`config.mk`:
```
export PLATFORM = sky130hd
export DESIGN_NAME = uart_rx_checked
export DESIGN_NICKNAME = d
export VERILOG_FILES = /design/src/rtl/uart_pkg.sv /design/src/rtl/sync_ff.sv /design/src/rtl/uart_rx_checked.sv
export SDC_FILE = /design/constraint.sdc
export NUM_CORES = 1
export LEC_CHECK = 0
export CORE_MARGIN = 2
export CORE_UTILIZATION = 35
export DETAILED_ROUTE_END_ITERATION = 6
export DONT_BUFFER_PORTS = 1
export GPL_ROUTABILITY_DRIVEN = 1
export PLACE_DENSITY_LB_ADDON = 0.25
export REMOVE_ABC_BUFFERS = 1
export SLEW_MARGIN = 30
export SYNTH_ARGS = -nofsm -noshare
export SYNTH_HDL_FRONTEND = slang
export SYNTH_SLANG_ARGS = --single-unit
```
`constraint.sdc`:
```
create_clock -name i_Clock -period 2.5 [get_ports i_Clock]
set_input_delay 0.375 -clock i_Clock [delete_from_list [all_inputs] [get_ports i_Clock]]
set_output_delay 0.375 -clock i_Clock [all_outputs]
set_load 0.005 [all_outputs]
```
`src/rtl/uart_pkg.sv`:
```
// Shared UART definitions: rx FSM state encoding, default bit timing, data width.
package uart_pkg;

  localparam int UART_CLKS_PER_BIT = 87;  // 10 MHz core clock, 115200 baud
  localparam int DATA_W            = 8;

  typedef enum logic [2:0] {
    ST_IDLE,
    ST_START,
    ST_DATA,
    ST_STOP,
    ST_BREAK
  } rx_state_t;

  // Offset of the mid-bit sample point from the detected start edge.
  function automatic int half_bit(input int cpb);
    return (cpb - 1) / 2;
  endfunction

endpackage

```
`src/rtl/sync_ff.sv`:
```
// Purpose: multi-stage synchroniser for one asynchronous input, resets to 1 (idle line).
// Latency: STAGES clocks from pin to q.
// Backpressure: none; samples every clock.
module sync_ff #(
  parameter int STAGES = 2
) (
  input  logic clk,
  input  logic rst_n,
  input  logic d,
  output logic q
);

  logic [STAGES-1:0] sync_q;

  always_ff @(posedge clk or negedge rst_n) begin
    if (!rst_n) begin
      sync_q <= '1;
    end else begin
      sync_q <= {sync_q[STAGES-2:0], d};
    end
  end

  assign q = sync_q[STAGES-1];

endmodule

```
`src/rtl/uart_rx_checked.sv`:
```
// Purpose: 8N1 UART receiver with glitch-rejecting start check, stop-bit check and one-byte output buffer.
// Latency: byte valid 3+H+9*CLKS_PER_BIT clocks after the pin's falling start edge is first captured.
// Backpressure: valid held until ready; a byte completing while the buffer is full is dropped and flagged as overrun.
module uart_rx_checked
  import uart_pkg::*;
#(
  parameter int CLKS_PER_BIT = UART_CLKS_PER_BIT,
  parameter int SYNC_STAGES  = 2
) (
  input  logic              i_Clock,
  input  logic              i_Rst_n,
  input  logic              i_Rx_Serial,
  output logic [DATA_W-1:0] o_Rx_Byte,
  output logic              o_Rx_Valid,
  input  logic              i_Rx_Ready,
  output logic              o_Frame_Err,
  output logic              o_Overrun,
  input  logic              i_Err_Clr,
  output logic              o_Rx_Active
);

  localparam int CW = $clog2(CLKS_PER_BIT);
  localparam int IW = $clog2(DATA_W);
  localparam logic [CW-1:0] CNT_LAST = CW'(CLKS_PER_BIT - 1);
  localparam logic [CW-1:0] CNT_HALF = CW'(half_bit(CLKS_PER_BIT));
  localparam logic [IW-1:0] IDX_LAST = IW'(DATA_W - 1);

  rx_state_t         state;
  logic [CW-1:0]     cnt;
  logic [IW-1:0]     idx;
  logic [DATA_W-1:0] shift;
  logic              rx_s;
  logic              bit_end;
  logic              byte_done;
  logic              take;

  sync_ff #(
    .STAGES (SYNC_STAGES)
  ) u_sync (
    .clk   (i_Clock),
    .rst_n (i_Rst_n),
    .d     (i_Rx_Serial),
    .q     (rx_s)
  );

  assign bit_end   = (cnt == CNT_LAST);
  assign byte_done = (state == ST_STOP) && bit_end && rx_s;
  assign take      = o_Rx_Valid && i_Rx_Ready;

  // Receive FSM; o_Rx_Active tracks the state being entered so it stays registered.
  always_ff @(posedge i_Clock or negedge i_Rst_n) begin
    if (!i_Rst_n) begin
      state       <= ST_IDLE;
      cnt         <= '0;
      idx         <= '0;
      shift       <= '0;
      o_Frame_Err <= 1'b0;
      o_Rx_Active <= 1'b0;
    end else begin
      o_Frame_Err <= 1'b0;
      case (state)
        ST_IDLE: begin
          cnt <= '0;
          if (!rx_s) begin
            state       <= ST_START;
            o_Rx_Active <= 1'b1;
          end
        end
        ST_START: begin
          if (cnt == CNT_HALF) begin
            cnt <= '0;
            idx <= '0;
            if (!rx_s) begin
              state <= ST_DATA;
            end else begin
              state       <= ST_IDLE;
              o_Rx_Active <= 1'b0;
            end
          end else begin
            cnt <= cnt + 1'b1;
          end
        end
        ST_DATA: begin
          if (bit_end) begin
            cnt        <= '0;
            shift[idx] <= rx_s;
            if (idx == IDX_LAST) begin
              state <= ST_STOP;
            end else begin
              idx <= idx + 1'b1;
            end
          end else begin
            cnt <= cnt + 1'b1;
          end
        end
        ST_STOP: begin
          if (bit_end) begin
            cnt <= '0;
            if (rx_s) begin
              state       <= ST_IDLE;
              o_Rx_Active <= 1'b0;
            end else begin
              state       <= ST_BREAK;
              o_Frame_Err <= 1'b1;
            end
          end else begin
            cnt <= cnt + 1'b1;
          end
        end
        ST_BREAK: begin
          // A held-low line reports once; only a return to idle re-arms the receiver.
          if (rx_s) begin
            state       <= ST_IDLE;
            o_Rx_Active <= 1'b0;
          end
        end
        default: begin
          state       <= ST_IDLE;
          cnt         <= '0;
          o_Rx_Active <= 1'b0;
        end
      endcase
    end
  end

  // Output buffer: a same-cycle handshake frees the slot for the completing byte.
  always_ff @(posedge i_Clock or negedge i_Rst_n) begin
    if (!i_Rst_n) begin
      o_Rx_Byte  <= '0;
      o_Rx_Valid <= 1'b0;
      o_Overrun  <= 1'b0;
    end else begin
      if (byte_done && (!o_Rx_Valid || take)) begin
        o_Rx_Byte  <= shift;
        o_Rx_Valid <= 1'b1;
      end else if (take) begin
        o_Rx_Valid <= 1'b0;
      end

      if (byte_done && o_Rx_Valid && !take) begin
        o_Overrun <= 1'b1;
      end else if (i_Err_Clr) begin
        o_Overrun <= 1'b0;
      end
    end
  end

endmodule

```
==> results.py, run 1 <==
metrics = {
    "grt": {
        "grt_overflow_total": 0,
        "grt_antenna_before_repair": 0,
        "grt_max_degree": 36,
        "grt_use_total_pct": 13.4,
        "grt_pass1_vias": 1140,
        "grt_pass1_wl_um": 5350,
    },
    "critical_path": {
        "critPathMaxStageDelay_ps": 570,
        "criticalPathCategory": "flip-flop to flip-flop",
        "critPathCaptureType": "flip-flop",
        "crit_slowest_cell": "or4_4",
        "worst_ep_required_time_ps": 2680,
        "path_cells": "inv_1 > ha_1 > nand4b_2 > or4_4 > nor4b_2 > mux2_2",
        "start_kind": "flip-flop",
        "cp_max_fo": 5,
        "critPathArrivalTime_ps": 2290,
    },
    "clock_tree": {
        "root_buffer": "clkbuf_8",
        "htreeDepth": 2,
        "ctsResizeCount": 0,
        "cts_hold_buf": 2,
        "clock_path_buffers": 2,
        "postCtsSetupBuffers": 0,
        "cts_tree": "done",
        "path_clk_slew_ps": 70,
        "clock_sinks": 35,
        "numCtsBuffers": 5,
        "clk_latency_ps": 290,
    },
    "sta": {
        "hold_viol": 0,
        "post-route-period-util_pct": 84.5,
        "fin_tns_setup_ps": 0,
        "setup_viol": 0,
        "relSlewSlack_pct": 63.8,
        "setup_ws_ps": 387,
        "rsz0062_at_grt": "no",
        "slew_viol_final": 0,
        "tightest_slew_ps": 539,
        "fin_crit_ps": 2110,
        "finClkSkew_ps": 9.78,
        "max_freq_ghz": 0.473,
    },
    "floorplanning": {
        "die_w_um": 73.3,
        "io_pins": 17,
        "coreArea_sq_um": 4660,
        "core.rowCount": 25,
        "initial_utilization_pct": 36.0,
        "fp.dieH_um": 73.3,
        "die-area_sq_um": 5370,
    },
    "pwr": {
        "p_leak_nw": 0.858,
        "ir_worst_vdd_mv": 0.250,
        "power_mw": 1.05,
        "power_density_nw_per_um2": 563,
    },
    "placed_design": {
        "dp_cells": 196,
        "dpl_cell_area_sq_um": 1750,
        "place_ws_ps": 377,
        "port_buffers": 0,
        "gp_congestion": 0.867,
        "dp_hpwl_um": 2170,
    },
    "job": {
        "drv_cap": 0,
    },
    "route": {
        "vias": 1119,
        "drc": 0,
        "firstDrtPassIters": 4,
        "ant_nets": 0,
        "drt_iter0_drc": 50,
        "routed_wl_um": 3160,
        "wl_per_cell_um": 15.3,
        "vias_per_cell": 5.43,
    },
    "final_layout": {
        "num_antenna_cells": 0,
        "drive_above_1_share_pct": 23.0,
        "fin_area_sq_um": 1860,
        "nets": 160,
        "syn2layout_area_growth_pct": 11.0,
        "finalNonFillerCells": 206,
    },
    "logic_synthesis": {
        "yosysSeqAreaShare_pct": 52.3,
        "avgSynthCellArea_sq_um": 11.6,
        "yosys.area.top_type": "dfrtp_1",
        "ys_seq_elements": 35,
        "netlist_instances": 145,
        "ys_types": 38,
        "synthTopCellsByArea": "dfrtp_1, mux2_2, dfstp_2",
        "syn-cell-area_sq_um": 1680,
        "synth_top_area_share_pct": 49.2,
        "ys_warn_count": 0,
    },
    "run_status": {
        "outcome": "finished clean",
    },
    "min_path": {
        "hold_path_class": "input port to flip-flop",
    },
}
## cells in the final DEF (no fill, tap or decap), drive strengths merged, types with 3 or more instances in the layout
cell type  netlist  layout
a21o             6       6
a221oi           4       4
buf              4       5
clkbuf           3       6
dfrtp           33      33
ha               4       4
inv              4       4
mux2            17      17
nand2           11      11
nand2b           7       7
nand3            5       5
nand4b           3       3
nor2             8       8
nor2b            3       3
nor4             3       3
o21ai            6       6
or3              3       3
## sequential cells by signal, summed over array words and instances (netlist names)
register	cells
cnt	7
idx	3
o_Frame_Err	1
o_Overrun	1
o_Rx_Active	1
o_Rx_Byte	8
o_Rx_Valid	1
shift	8
state	3
u_sync.sync_q	2
## cell type report
type,count,area [sq um]
fill,444,2800
sequential,35,878
multi-input combinational,99,757
clock buffer,6,72.6
tap,54,67.6
timing repair buffer,6,60.1
inverter,4,15.0
clock inverter,2,12.5
## cell usage after synthesis (all sizes together)
library cell,instances
a21o,6
a21oi,2
a221oi,4
a22o,2
a311oi,2
a32oi,1
and3,1
buf,4
clkbuf,3
dfrtp,33
dfstp,2
ha,4
inv,4
mux2,17
nand2,11
nand2b,7
nand3,5
nand4,1
nand4b,3
nand4bb,1
nor2,8
nor2b,3
nor3,1
nor3b,1
nor4,3
nor4b,2
o211ai,1
o21ai,6
o22ai,1
o2bb2ai,1
or3,3
or4,1
xnor2,1
## worst max-delay path, delay by kind of cell (launching register included)
family	cells	cell delay, ps
adder cells (fa/ha/maj)	1	160
buffers and inverters	1	70
flip-flops	1	420
multiplexers	1	360
AND/OR/NAND/NOR	3	1000
## final timing paths
path                                    end  cells past startpoint              from  slack, ps
setup reg to reg                   shift[4]                      6            cnt[0]        390
setup / recovery                   shift[4]                      6            cnt[0]        390
min in group asynchronous       o_Rx_Active                      2           i_Rst_n        540
hold / removal             u_sync.sync_q[0]                      0       i_Rx_Serial         90
hold reg to reg            u_sync.sync_q[1]                      0  u_sync.sync_q[0]        360
max in group asynchronous  u_sync.sync_q[0]                      2           i_Rst_n       1700
## stage by stage
stage / util [%] / hold slack (ps)
4_1_cts: 40.0 / 77.3
5_1_grt: 40.0 / 62.6
3_3_place_gp: 37.5 / 80.5
2_1_floorplan: - / 79.4
6_report: 40.0 / 88.9
3_5_place_dp: 37.5 / 80.8
## logic make-up after synthesis
family / Yosys count / share of synthesized area (%)
AND/OR/NAND/NOR: 51 / 19.1
buffers and inverters: 11 / 2.61
AO/OA/AOI/OAI: 26 / 11.1
XOR/XNOR: 1 / 0.522
flip-flops: 35 / 52.3
adder cells (fa/ha/maj): 4 / 2.98
multiplexers: 17 / 11.4
## power breakdown
part           switching [mW]  total [mW]  internal, mW  leakage (nW)
combinational          0.0310      0.0529        0.0218         0.347
sequential             0.0183       0.597         0.579         0.470
clock                   0.204       0.398         0.195        0.0412
## metal layers
metal  GRT usage (%)  share of wire [%]  routed length (um)  vias to the layer above
li1                -                  -                   -                      539
met1            16.2                 45                1420                      548
met2            21.1                 49                1540                       28
met3            4.53                4.4                 138                        4
met4            7.00                2.0                  64                        0
met5               0                  0                   0                        -
(Power assumes the default switching activity.)
==> run 2: changes to the inputs <==
Clock period 2.5 ns to 2.1 ns, I/O delays scaled along.
==> run 2 against run 1 <==
Flip-flop and latch count stayed put. Die area unchanged. Via count grew 4.7%. Final cell count is 3.9% higher. Worst hold slack improved by 51 ps. Largest power group unchanged. Critical path type unchanged. Clock power is 19% higher. Global-route usage down 0.49 points. First-iteration DRC count up 44%. Sequential power up 17%. Core utilization is 1.7 points higher.
==> results.py, run 2 (synthesis results as in run 1) <==
metrics = {
    "run_status": {
        "outcome": "finished clean",
    },
    "sta": {
        "tightest_slew_ps": 518,
        "finClkSkew_ps": 6.56,
        "fin_tns_setup_ps": 0,
        "slew_viol_final": 0,
        "hold_viol": 0,
        "setup_viol": 0,
        "max_freq_ghz": 0.514,
        "rsz0062_at_grt": "no",
        "post-route-period-util_pct": 92.6,
        "relSlewSlack_pct": 65.3,
        "fin_crit_ps": 1950,
    },
    "floorplanning": {
        "core.rowCount": 25,
        "die_w_um": 73.3,
        "initial_utilization_pct": 36.0,
        "fp.dieH_um": 73.3,
        "die-area_sq_um": 5370,
        "coreArea_sq_um": 4660,
        "io_pins": 17,
    },
    "grt": {
        "grt_antenna_before_repair": 0,
        "grt_use_total_pct": 12.9,
        "grt_pass1_vias": 1174,
        "grt_max_degree": 36,
        "grt_overflow_total": 0,
        "grt_pass1_wl_um": 5250,
    },
    "route": {
        "routed_wl_um": 3120,
        "drt_iter0_drc": 72,
        "firstDrtPassIters": 4,
        "wl_per_cell_um": 14.6,
        "drc": 0,
        "vias_per_cell": 5.48,
        "ant_nets": 0,
        "vias": 1172,
    },
    "pwr": {
        "netSwitchingFraction_pct": 24.1,
        "power_frac_seq_pct": 55.6,
        "power_mw": 1.26,
        "combPwrFrac_pct": 6.7,
        "ir_worst_vdd_mv": 0.264,
        "power.switching_mw": 0.303,
        "p_int_mw": 0.956,
        "p_clk_share_pct": 37.7,
        "power_density_nw_per_um2": 647,
        "p_leak_nw": 0.901,
    },
    "critical_path": {
        "start_kind": "flip-flop",
        "critical-path-top-delay-family": "simple AND/OR/NAND/NOR gates",
        "crit_buf_inv": 1,
        "crit_slowest_cell": "or4_4",
        "critPathArrivalTime_ps": 2110,
        "criticalPathCategory": "flip-flop to flip-flop",
        "worst_ep_required_time_ps": 2270,
        "critPathMaxStageDelay_ps": 490,
        "cp_max_fo": 5,
        "critPathCaptureType": "flip-flop",
        "path_cells": "inv_1 > ha_1 > nand4b_2 > or4_4 > nor4b_4 > mux2_1",
    },
    "clock_tree": {
        "htreeDepth": 2,
        "clk_latency_ps": 280,
        "path_clk_slew_ps": 70,
        "numCtsBuffers": 5,
        "clock_sinks": 35,
        "clock_path_buffers": 2,
        "cts_tree": "done",
        "root_buffer": "clkbuf_8",
    },
    "placed_design": {
        "port_buffers": 0,
        "dpl_cell_area_sq_um": 1810,
        "dp_hpwl_um": 2150,
        "gp_congestion": 0.847,
        "dp_cells": 203,
    },
    "final_layout": {
        "final_common_cell": "dfrtp_1",
        "drive_above_1_share_pct": 26.9,
        "nets": 168,
        "finalNonFillerCells": 214,
        "mostFrequentLayoutCells": "dfrtp_1, mux2_2, nand2_1",
        "top_regs": "o_Rx_Byte (8), shift (8), cnt (7)",
        "fin_area_sq_um": 1940,
        "num_antenna_cells": 0,
        "syn2layout_area_growth_pct": 15.8,
    },
    "job": {
        "drv_cap": 0,
    },
    "min_path": {
        "hold_path_class": "input port to flip-flop",
    },
}
-- run 2: worst paths after layout --
check,from,endpoint,slack (ps),depth (start not counted)
worst max-delay path,cnt[0],shift[2],150,6
worst min-delay path,i_Err_Clr,o_Overrun,140,1
worst max register to register,cnt[0],shift[2],150,6
worst min register to register,u_sync.sync_q[0],u_sync.sync_q[1],360,0
max in group asynchronous,i_Rst_n,u_sync.sync_q[0],1370,2
min in group asynchronous,i_Rst_n,o_Rx_Byte[5],480,2
-- run 2: repair_timing --
action,CTS,global route
hold buffers,2,1
buffers inserted,0,0
hold endpoints to repair,35,1
resized for setup,0,1
endpoints found under the setup margin,0,3
-- run 2: power groups by stage --
| stage | Sequential (mW) | Combinational [mW] | Clock, mW |
|---|---|---|---|
| 2_1_floorplan | 0.717 | 0.0362 | 0 |
| 3_3_place_gp | 0.712 | 0.0629 | 0 |
| 3_5_place_dp | 0.713 | 0.0642 | 0 |
| 4_1_cts | 0.700 | 0.0844 | 0.491 |
| 5_1_grt | 0.702 | 0.0966 | 0.513 |
| 6_report | 0.700 | 0.0843 | 0.474 |
-- run 2: per-layer routing --
metal / vias to the layer above / routed length (um) / GRT usage (%) / part of all wire (%)
met3: 2 / 168 / 4.39 / 5.4
li1: 557 / - / - / -
met2: 26 / 1520 / 20.2 / 49
met5: - / 0 / 0 / 0
met1: 587 / 1400 / 16.1 / 45
met4: 0 / 32 / 5.97 / 1.0
-- run 2: final cells by class --
type                            count  area, sq um
Fill cell                         439         2720
Clock inverter                      2         12.5
Tap cell                           54         67.6
Inverter                            4         15.0
Clock buffer                        6         72.6
Sequential cell                    35          878
Timing Repair Buffer               14          135
Multi-Input combinational cell     99          763
-- run 2: metrics by stage --
stage          util, %  hold WS, ps  setup WS, ps
3_5_place_dp      38.9         20.8          84.0
6_report          41.7          140           155
3_3_place_gp      38.9         20.8           139
4_1_cts           41.4         8.94          77.0
2_1_floorplan        -         19.4           103
5_1_grt           41.7          136          43.0
